[src/rtl/nf_sume_xbar_rr_merge_pkg.sv]
// Shared constants, state encoding and round-robin helper for the egress merge stage.
package nf_sume_xbar_rr_merge_pkg;

  localparam int NUM_QUEUES = 5;
  localparam int PTR_W      = 3;

  typedef enum logic {
    IDLE = 1'b0,
    PKT  = 1'b1
  } state_e;

  // First requesting index at or after ptr, modulo NUM_QUEUES; returns ptr when nothing requests.
  function automatic logic [PTR_W-1:0] next_rr(input logic [NUM_QUEUES-1:0] req,
                                               input logic [PTR_W-1:0]      ptr);
    int   idx;
    logic found;
    next_rr = ptr;
    found   = 1'b0;
    for (int k = 0; k < NUM_QUEUES; k++) begin
      idx = int'(ptr) + k;
      if (idx >= NUM_QUEUES) idx = idx - NUM_QUEUES;
      if (!found && req[idx[PTR_W-1:0]]) begin
        next_rr = idx[PTR_W-1:0];
        found   = 1'b1;
      end
    end
  endfunction

  // Index of the input after p, wrapping back to 0.
  function automatic logic [PTR_W-1:0] inc_wrap(input logic [PTR_W-1:0] p);
    inc_wrap = (p == PTR_W'(NUM_QUEUES - 1)) ? '0 : p + PTR_W'(1);
  endfunction

endpackage

[src/rtl/nf_sume_rr_arbiter.sv]
// Combinational round-robin pick among the requesting inputs.
module nf_sume_rr_arbiter
  import nf_sume_xbar_rr_merge_pkg::*;
(
  input  logic [NUM_QUEUES-1:0] req_i,
  input  logic [PTR_W-1:0]      ptr_i,
  output logic [PTR_W-1:0]      grant_idx_o,
  output logic                  any_req_o
);

  assign grant_idx_o = next_rr(req_i, ptr_i);
  assign any_req_o   = |req_i;

endmodule

[src/rtl/nf_sume_xbar_rr_merge.sv]
// Per-egress merge: packet-granular round-robin over five AXI4-Stream inputs.
// Handshake: a beat moves on an edge where tvalid and tready are both high; tvalid
// is never gated by tready, and the granted input's tready is m_axis_tready itself.
module nf_sume_xbar_rr_merge
  import nf_sume_xbar_rr_merge_pkg::*;
#(
  parameter int C_M_AXIS_DATA_WIDTH  = 64,
  parameter int C_S_AXIS_DATA_WIDTH  = 64,
  parameter int C_M_AXIS_TUSER_WIDTH = 128,
  parameter int C_S_AXIS_TUSER_WIDTH = 128,
  parameter int PKT_CNT_WIDTH        = 16
) (
  input  logic                                  axis_aclk,
  input  logic                                  axis_aresetn,
  input  logic [C_S_AXIS_DATA_WIDTH-1:0]        s0_axis_tdata,
  input  logic [C_S_AXIS_DATA_WIDTH/8-1:0]      s0_axis_tkeep,
  input  logic [C_S_AXIS_TUSER_WIDTH-1:0]       s0_axis_tuser,
  input  logic                                  s0_axis_tvalid,
  output logic                                  s0_axis_tready,
  input  logic                                  s0_axis_tlast,
  input  logic [C_S_AXIS_DATA_WIDTH-1:0]        s1_axis_tdata,
  input  logic [C_S_AXIS_DATA_WIDTH/8-1:0]      s1_axis_tkeep,
  input  logic [C_S_AXIS_TUSER_WIDTH-1:0]       s1_axis_tuser,
  input  logic                                  s1_axis_tvalid,
  output logic                                  s1_axis_tready,
  input  logic                                  s1_axis_tlast,
  input  logic [C_S_AXIS_DATA_WIDTH-1:0]        s2_axis_tdata,
  input  logic [C_S_AXIS_DATA_WIDTH/8-1:0]      s2_axis_tkeep,
  input  logic [C_S_AXIS_TUSER_WIDTH-1:0]       s2_axis_tuser,
  input  logic                                  s2_axis_tvalid,
  output logic                                  s2_axis_tready,
  input  logic                                  s2_axis_tlast,
  input  logic [C_S_AXIS_DATA_WIDTH-1:0]        s3_axis_tdata,
  input  logic [C_S_AXIS_DATA_WIDTH/8-1:0]      s3_axis_tkeep,
  input  logic [C_S_AXIS_TUSER_WIDTH-1:0]       s3_axis_tuser,
  input  logic                                  s3_axis_tvalid,
  output logic                                  s3_axis_tready,
  input  logic                                  s3_axis_tlast,
  input  logic [C_S_AXIS_DATA_WIDTH-1:0]        s4_axis_tdata,
  input  logic [C_S_AXIS_DATA_WIDTH/8-1:0]      s4_axis_tkeep,
  input  logic [C_S_AXIS_TUSER_WIDTH-1:0]       s4_axis_tuser,
  input  logic                                  s4_axis_tvalid,
  output logic                                  s4_axis_tready,
  input  logic                                  s4_axis_tlast,
  output logic [C_M_AXIS_DATA_WIDTH-1:0]        m_axis_tdata,
  output logic [C_M_AXIS_DATA_WIDTH/8-1:0]      m_axis_tkeep,
  output logic [C_M_AXIS_TUSER_WIDTH-1:0]       m_axis_tuser,
  output logic                                  m_axis_tvalid,
  input  logic                                  m_axis_tready,
  output logic                                  m_axis_tlast,
  output logic [NUM_QUEUES*PKT_CNT_WIDTH-1:0]   pkt_cnt,
  output logic                                  dbg_state_o,
  output logic [PTR_W-1:0]                      dbg_grant_o,
  output logic [PTR_W-1:0]                      dbg_rr_ptr_o
);

  localparam int KEEP_W = C_S_AXIS_DATA_WIDTH / 8;

  logic [C_S_AXIS_DATA_WIDTH-1:0]  s_tdata [NUM_QUEUES];
  logic [KEEP_W-1:0]               s_tkeep [NUM_QUEUES];
  logic [C_S_AXIS_TUSER_WIDTH-1:0] s_tuser [NUM_QUEUES];
  logic [NUM_QUEUES-1:0]           s_tvalid;
  logic [NUM_QUEUES-1:0]           s_tlast;
  logic [NUM_QUEUES-1:0]           s_tready;

  assign s_tdata[0] = s0_axis_tdata;  assign s_tkeep[0] = s0_axis_tkeep;  assign s_tuser[0] = s0_axis_tuser;
  assign s_tdata[1] = s1_axis_tdata;  assign s_tkeep[1] = s1_axis_tkeep;  assign s_tuser[1] = s1_axis_tuser;
  assign s_tdata[2] = s2_axis_tdata;  assign s_tkeep[2] = s2_axis_tkeep;  assign s_tuser[2] = s2_axis_tuser;
  assign s_tdata[3] = s3_axis_tdata;  assign s_tkeep[3] = s3_axis_tkeep;  assign s_tuser[3] = s3_axis_tuser;
  assign s_tdata[4] = s4_axis_tdata;  assign s_tkeep[4] = s4_axis_tkeep;  assign s_tuser[4] = s4_axis_tuser;
  assign s_tvalid = {s4_axis_tvalid, s3_axis_tvalid, s2_axis_tvalid, s1_axis_tvalid, s0_axis_tvalid};
  assign s_tlast  = {s4_axis_tlast,  s3_axis_tlast,  s2_axis_tlast,  s1_axis_tlast,  s0_axis_tlast};
  assign s0_axis_tready = s_tready[0];
  assign s1_axis_tready = s_tready[1];
  assign s2_axis_tready = s_tready[2];
  assign s3_axis_tready = s_tready[3];
  assign s4_axis_tready = s_tready[4];

  state_e                   state_q;
  logic [PTR_W-1:0]         grant_q;
  logic [PTR_W-1:0]         rr_ptr_q;
  logic [PKT_CNT_WIDTH-1:0] cnt_q [NUM_QUEUES];

  logic [PTR_W-1:0] arb_idx;
  logic             arb_any;
  logic             sel_valid;
  logic             sel_last;
  logic             xfer;

  nf_sume_rr_arbiter u_arb (
    .req_i       (s_tvalid),
    .ptr_i       (rr_ptr_q),
    .grant_idx_o (arb_idx),
    .any_req_o   (arb_any)
  );

  // Route the granted input straight to the master while a packet is open; idle outputs are 0.
  always_comb begin
    m_axis_tdata = '0;
    m_axis_tkeep = '0;
    m_axis_tuser = '0;
    sel_valid    = 1'b0;
    sel_last     = 1'b0;
    s_tready     = '0;
    if (state_q == PKT) begin
      for (int k = 0; k < NUM_QUEUES; k++) begin
        if (grant_q == PTR_W'(k)) begin
          m_axis_tdata = s_tdata[k];
          m_axis_tkeep = s_tkeep[k];
          m_axis_tuser = s_tuser[k];
          sel_valid    = s_tvalid[k];
          sel_last     = s_tlast[k];
          s_tready[k]  = m_axis_tready;
        end
      end
    end
  end

  assign m_axis_tvalid = sel_valid;
  assign m_axis_tlast  = sel_last;
  assign xfer          = (state_q == PKT) && sel_valid && m_axis_tready;

  // Arbitrate in IDLE, hold the grant until the tlast beat moves, then count it and advance rr_ptr.
  always_ff @(posedge axis_aclk or negedge axis_aresetn) begin
    if (!axis_aresetn) begin
      state_q  <= IDLE;
      grant_q  <= '0;
      rr_ptr_q <= '0;
      for (int k = 0; k < NUM_QUEUES; k++) cnt_q[k] <= '0;
    end else begin
      case (state_q)
        IDLE: begin
          if (arb_any) begin
            grant_q <= arb_idx;
            state_q <= PKT;
          end
        end
        PKT: begin
          if (xfer && sel_last) begin
            cnt_q[grant_q] <= cnt_q[grant_q] + PKT_CNT_WIDTH'(1);
            rr_ptr_q       <= inc_wrap(grant_q);
            state_q        <= IDLE;
          end
        end
        default: state_q <= IDLE;
      endcase
    end
  end

  for (genvar g = 0; g < NUM_QUEUES; g++) begin : g_cnt
    assign pkt_cnt[g*PKT_CNT_WIDTH +: PKT_CNT_WIDTH] = cnt_q[g];
  end

  assign dbg_state_o  = state_q;
  assign dbg_grant_o  = grant_q;
  assign dbg_rr_ptr_o = rr_ptr_q;

endmodule

[config.mk]
export PLATFORM = sky130hd
export DESIGN_NAME = nf_sume_xbar_rr_merge
export DESIGN_NICKNAME = d
export VERILOG_FILES = /design/src/rtl/nf_sume_xbar_rr_merge_pkg.sv /design/src/rtl/nf_sume_rr_arbiter.sv /design/src/rtl/nf_sume_xbar_rr_merge.sv
export SDC_FILE = /design/constraint.sdc
export NUM_CORES = 1
export LEC_CHECK = 0
export ABC_AREA = 1
export ABC_CLOCK_PERIOD_IN_PS = 2800
export BUFFER_PORTS_ARGS = -buffer_cell sky130_fd_sc_hd__buf_2
export CORE_AREA = 2 2 515 517
export DETAILED_ROUTE_END_ITERATION = 10
export DIE_AREA = 0 0 517 519
export PLACE_DENSITY_LB_ADDON = 0.08
export SLEW_MARGIN = 20
export SYNTH_ARGS = -nofsm -noshare
export SYNTH_HDL_FRONTEND = slang
export SYNTH_HIERARCHICAL = 1
export SYNTH_SLANG_ARGS = --single-unit
[constraint.sdc]
create_clock -name axis_aclk -period 2.8 [get_ports axis_aclk]
set_clock_uncertainty 0.1 [all_clocks]
set_input_delay 0.28 -clock axis_aclk [delete_from_list [all_inputs] [get_ports axis_aclk]]
set_output_delay 0.28 -clock axis_aclk [all_outputs]
set_load 0.01 [all_outputs]
# Word-level counts from Yosys, hierarchy flattened
# Cells that the tools add are included.
# word_totals
inputBits	1013
word_cells	123
reg_bits	87
# op_classes
reduce_logical	16
n_eq_ne	4
mux	70
n_lt_le_gt_ge	12
addsub	11
bitwise	2
# ops
operator	count
128-bit two-way mux	6
64-bit two-way mux	6
80-bit bitwise mux	1
16-bit binary-select mux with 3-bit select	1
16-bit demux with 3-bit select	1
16-bit two-way mux	3
8-bit two-way mux	6
3-bit two-way mux	11
1-bit two-way mux	28
3-bit by 4-bit < comparator with 1-bit output, second input constant	5
16-bit by 1-bit adder with 16-bit output, second input constant	1
4-bit by 3-bit greater-or-equal comparator with 1-bit output, second input constant	4
1-bit binary-select mux with 3-bit select	5
3-bit subtractor, second input constant	5
3-bit by 2-bit adder with 4-bit output, second input constant	2
1-bit logical AND	8
3-bit by 2-bit == test with 1-bit output, second input constant	2
5-bit two-way mux	1
5-bit OR reduction	1
3-bit by 1-bit adder with 4-bit output, second input constant	1
3-bit by 3-bit adder with 4-bit output, second input constant	1
4-bit greater-or-equal comparator, second input constant	1
1-bit zero test	4
4-bit by 1-bit < comparator with 1-bit output, second input constant	1
other kinds (9)	10

# Logic depth before layout (Yosys ltp)
# logic_depth
word_depth	17
depth_mapped	21

# Modules after synthesis
# Netlist, hierarchy kept.
# by_module_without_submodules
mod	instances	cells_each	area_each_um2
nf_sume_xbar_rr_merge	1	2249	12731.0
nf_sume_rr_arbiter	1	200	1074.8

# Worst setup path before layout
# Ideal clock, no wire load.
# synth_path
path_type	reg2reg
from	reg rr_ptr_q[0] (netlist: dbg_rr_ptr_o[0])
to	reg grant_q[1] (netlist: dbg_grant_o[1])
synth_period_minus_slack_ns	2.741
arrival_time_ns	2.515
stages_incl_launch_ff	21
path_slack_ns	0.059
required_ns	2.574
cell_sequence	dfrtp_1 inv_2 ha_1 inv_1 fa_1 inv_1 nand2_1 o21ai_0 inv_1 nand3_1 nand3_1 nand2_1 inv_1 nand3_2 nand2_1 inv_1 nand2_1 nand2_1 nand2_1 nor2_1 a21oi_1
# synth_via
elab_chain_len	17
# synth_rtl
element	line	rtl
start, declared	nf_sume_xbar_rr_merge.sv:81	logic [PTR_W-1:0] rr_ptr_q;
start signal, assigned	nf_sume_xbar_rr_merge.sv:141	rr_ptr_q <= inc_wrap(grant_q);
branches (longest 16 deep; another with 3-bit by 1-bit adder with 4-bit output)	n/a	
3-bit two-way mux (*)	nf_sume_xbar_rr_merge_pkg.sv:22	if (!found && req[idx[PTR_W-1:0]]) begin
via arb_idx[1]	nf_sume_xbar_rr_merge.sv:84	logic [PTR_W-1:0] arb_idx;
end signal, assigned	nf_sume_xbar_rr_merge.sv:134	grant_q <= arb_idx;
end, declared	nf_sume_xbar_rr_merge.sv:80	logic [PTR_W-1:0] grant_q;
# Mark *: on every way through the listed nets, which the timed path passes. The select of a mux whose other input is x is not followed.
# A chain may end at the register's enable or synchronous reset.

# Worst setup path in the final report
# layout_path
from	reg grant_q[0] (netlist: dbg_grant_o[0])
to	out m_axis_tkeep[6]
# layout_via
elab_chain_len	7
# layout_rtl
element	line	rtl
3-bit zero test	nf_sume_xbar_rr_merge.sv:107	if (grant_q == PTR_W'(k)) begin
8-bit two-way mux (4 in a row)	nf_sume_xbar_rr_merge.sv:107	
8-bit two-way mux (*)	nf_sume_xbar_rr_merge.sv:107	
8-bit two-way mux (*)	nf_sume_xbar_rr_merge.sv:105	if (state_q == PKT) begin
end, declared	nf_sume_xbar_rr_merge.sv:46	output logic [C_M_AXIS_DATA_WIDTH/8-1:0] m_axis_tkeep,
# Mark *: on every way between the ends. The rest lies on a longest branch, timed or not.

==> metrics.md <==
| Metric | Value |
|---|---|
| Outcome | finished with violations |
| Violations in the final reports | negative setup slack |
| Setup slack, reg-to-reg | 90 ps |
| Layout filler cell count | 31210 |
| CTS clk-pin slew, worst paths | 80 ps |
| Leakage power total | 15.75 nW |
| RSZ-0062 raised after global routing | true |
| Type of the tightest min-delay check | input pin to asynchronous set/reset pin |
| Std cell rows | 189 |
| Clock insertion delay at the later pin of the skew report | 380 ps |
| Number of cells produced by synthesis | 2449 |
| Crit Path Max Fanout | 7 |
| Most used standard cell by instance count after synthesis | sky130_fd_sc_hd__nand2_1 |
| DRT Pass-1 Iters | 5 |
| Largest net degree at the start of global routing | 72 |
| Cell repeated most along the worst path | sky130_fd_sc_hd__buf_6 |
| Depth of the CTS H-tree | 3 |
| Number of DRC violations after detailed-routing iteration 0 | 1800 |
| Commonest cells in the netlist | sky130_fd_sc_hd__nand2_1 (714), sky130_fd_sc_hd__nand3_1 (513), sky130_fd_sc_hd__o21ai_0 (231) |
| Die Y | 519 um |
| Initial core utilization | 0.05241 |
| Final cycle utilization of the critical path | 1.128 |
| Area grow syn2layout | 147.6% |
| Endpoint type of the worst setup path | output port |
| Number of cells traversed by the worst register-to-register path | 15 |
| Peak ir drop on the vdd network | 0.0004355 V |
| RD Place Congestion | 0.8705 |
| Post-Route WL | 241300 um |
| Power density over the cells | 1139 nW/um2 |
| Upper clock frequency limit | 316.5 MHz |
| Clock buffer depth | 2 |
| Post-synthesis instance area | 13810 um2 |
| Grt ovf | 0 |
| Standard cell core area | 263400 um2 |
| Max-cap viol count | 0 |
| Slowest CP cell | sky130_fd_sc_hd__dfrtp_2 |
| DP Wirelength | 198600 um |
| Share of final-layout standard cells stronger than drive strength 1 | 0.5564 |
| Wire length of the first global-routing pass | 293200 um |
| Final number of hold-violating endpoints | 0 |
| EDFF count, synth | 0 |
| Library cells used by synthesis | 38 |
| Total negative slack for setup checks | -40900 ps |
| Final critical-path setup slack | -359.5 ps |
| Max Transition Viols Final | 0 |
| Num CTS Buffers | 9 |
| Minimum period implied by the final worst setup slack | 3160 ps |
| Worst Setup Start Kind | register |
| R2r startpoint | dbg_grant_o[0] |
| Antenna violations before repair | 245 |
| Via total after detailed routing | 27190 |
| Predominant post-synthesis flop cell | sky130_fd_sc_hd__dfrtp_1 |
| Ys async rst share | 1.000 |
| Total setup violations reported at the end of the flow | 201 |
| Kind of critical path | register to output port |
| Biggest cell delay along the critical path | 460 ps |
| Drt drc | 0 |
| Rel. slew slack | 0.5078 |
| CTS tree | built |
| Portion of the post-synthesis area used by sequential elements | 0.1577 |
| Sink count of the clock tree | 87 |
| Placement-stage worst setup slack | -459.7 ps |
| Reg-to-reg endpoint | pkt_cnt[76] |
| Layout net count | 5136 |
| Synthesized netlist net count | 3477 |
| Die area | 268300 um2 |
| Critical path data arrival time | 2780 ps |
| Library cell used as clock root buffer | sky130_fd_sc_hd__clkbuf_16 |
| Worst-path cell chain | inv_4 -> ha_4 -> inv_4 -> nor2_4 -> buf_12 -> buf_16 -> buf_16 -> buf_8 -> buf_6 -> nand3_4 -> nand3_2 -> o211ai_1 -> a31oi_4 -> buf_6 -> buf_6 |
| Synth area leaders | sky130_fd_sc_hd__nand2_1 (19%), sky130_fd_sc_hd__nand3_1 (19%), sky130_fd_sc_hd__dfrtp_1 (16%) |
| PortBufs | 1306 |
| Global-route usage over all layers | 0.1668 |
| Number of global-route vias before repair | 26980 |
| Width of the die | 517 um |
| Routed via count divided by cell count | 3.524 |
| Detail Route Antenna Nets | 0 |
| Number of synthesized register bits | 87 |
| Synthesized area divided by synthesized cell count | 5.637 um2 |
| Worst-margin pin slew | 730.6 ps |
| Number of primary I/O pins | 1307 |
| Number of warnings issued by yosys | 6 |
| Final routed wire length divided by cell count | 31.28 um |
| Leading area contributor after synthesis | sky130_fd_sc_hd__nand2_1 |
| Top-area cell type share of the netlist area | 0.1941 |
| Required arrival time at the worst endpoint | 2420 ps |
==> state kept, by name, summed over array words and instances, names as in the netlist <==
register      flops
pkt_cnt          80
dbg_rr_ptr_o      3
dbg_grant_o       3
dbg_state_o       1
==> routing by layer <==
| layer | track usage | share of wire | up-vias | routed length (um) |
|---|---|---|---|---|
| met5 | 0 | 0.0012 | - | 299 |
| met4 | 0.04161 | 0.032 | 48 | 7776 |
| met3 | 0.03739 | 0.069 | 429 | 16600 |
| met2 | 0.3125 | 0.52 | 1362 | 125100 |
| met1 | 0.1873 | 0.38 | 13100 | 91590 |
| li1 | - | - | 12250 | - |
==> critical path, delay by kind of cell (launching register included) <==
kind	cells	cell delay [ps]
AO/OA/AOI/OAI	2	470
buffers and inverters	9	1020
AND/OR/NAND/NOR	3	260
flip-flops	1	460
adder cells (fa/ha/maj)	1	150
==> worst max-delay path by stage <==
stage	cells after the start	end	startpoint
after global placement	13	m_axis_tuser[28]	dbg_grant_o[0]
after floorplan	20	dbg_grant_o[1]	dbg_rr_ptr_o[0]
after detailed placement	13	m_axis_tuser[28]	dbg_grant_o[0]
after global routing	14	m_axis_tdata[1]	dbg_grant_o[0]
final	15	m_axis_tkeep[6]	dbg_grant_o[0]
after CTS	13	m_axis_tdata[48]	dbg_grant_o[0]
==> cells in the final DEF (no fill, tap or decap), drive strengths merged <==
cell / Yosys / routed
bufbuf: 0 / 1
fa: 1 / 1
a22oi: 1 / 1
xnor2: 1 / 1
inv: 67 / 66
buf: 39 / 1872
dlygate4sd3: 0 / 1
clkinv: 1 / 4
o2111ai: 1 / 1
clkinvlp: 0 / 1
nand3: 522 / 522
ha: 14 / 14
bufinv: 0 / 1
nor2: 57 / 58
clkbuf: 209 / 32
nand2: 724 / 724
a31oi: 200 / 200
a21oi: 6 / 6
nand4: 37 / 37
o22ai: 1 / 1
nand3b: 5 / 5
xor2: 3 / 3
o211ai: 202 / 202
dfrtp: 87 / 87
or2: 2 / 2
nor3: 8 / 8
diode: 0 / 70
o31ai: 1 / 1
o21ai: 260 / 260
==> through the flow <==
step / instances / utilization / area [um2] / hold slack (ps) / power (mW)
after floorplan: 2449 / - / 13810 / -115.6 / 12.02
final: 7715 / 0.1297 / 34180 / 380.3 / 38.93
after global placement: 7428 / 0.1049 / 27650 / 267.7 / 29.81
after detailed placement: 7428 / 0.1049 / 27650 / 259.5 / 29.56
after CTS: 7550 / 0.1182 / 31140 / 391.8 / 36.12
after global routing: 7681 / 0.1294 / 34100 / 437.1 / 41.25
==> power by group <==
group | total, mW | internal (mW) | switching [mW]
Combinational | 36.2 | 14.9 | 21.3
Sequential | 1.44 | 1.34 | 0.102
Clock | 1.33 | 0.714 | 0.616
Total | 38.9 | 16.9 | 22.0
==> repair_timing <==
item,in CTS,in global routing
endpoints found under the hold margin,59,0
endpoints found under the setup margin,267,287
setup buffers,81,101
hold buffers,1,0
gates resized for setup,354,472
cloned,26,20
pin swaps,63,224
==> area by class of cell <==
type / count / area [um2] / area share
Timing Repair Buffer: 1894 / 14190 / 0.4151
Multi-Input combinational cell: 2047 / 12580 / 0.3680
Tap cell: 3533 / 4420 / 0.1293
Sequential cell: 87 / 2185 / 0.06391
Inverter: 68 / 312.8 / 0.009151
Clock buffer: 12 / 246.5 / 0.007211
Antenna cell: 70 / 175.2 / 0.005125
Clock inverter: 3 / 43.79 / 0.001281
Timing Repair inverter: 1 / 30.03 / 0.0008785
==> cell families after synthesis <==
family / count (synthesis) / synth area share
DFF: 87 / 0.1577
AOI/OAI and AO/OA: 672 / 0.2993
xor gates and xnor gates: 4 / 0.003082
adders and majority gates: 15 / 0.01414
and+or+nand+nor: 1355 / 0.4371
buffers and inverters: 316 / 0.08863
(Power assumes the default switching activity.)
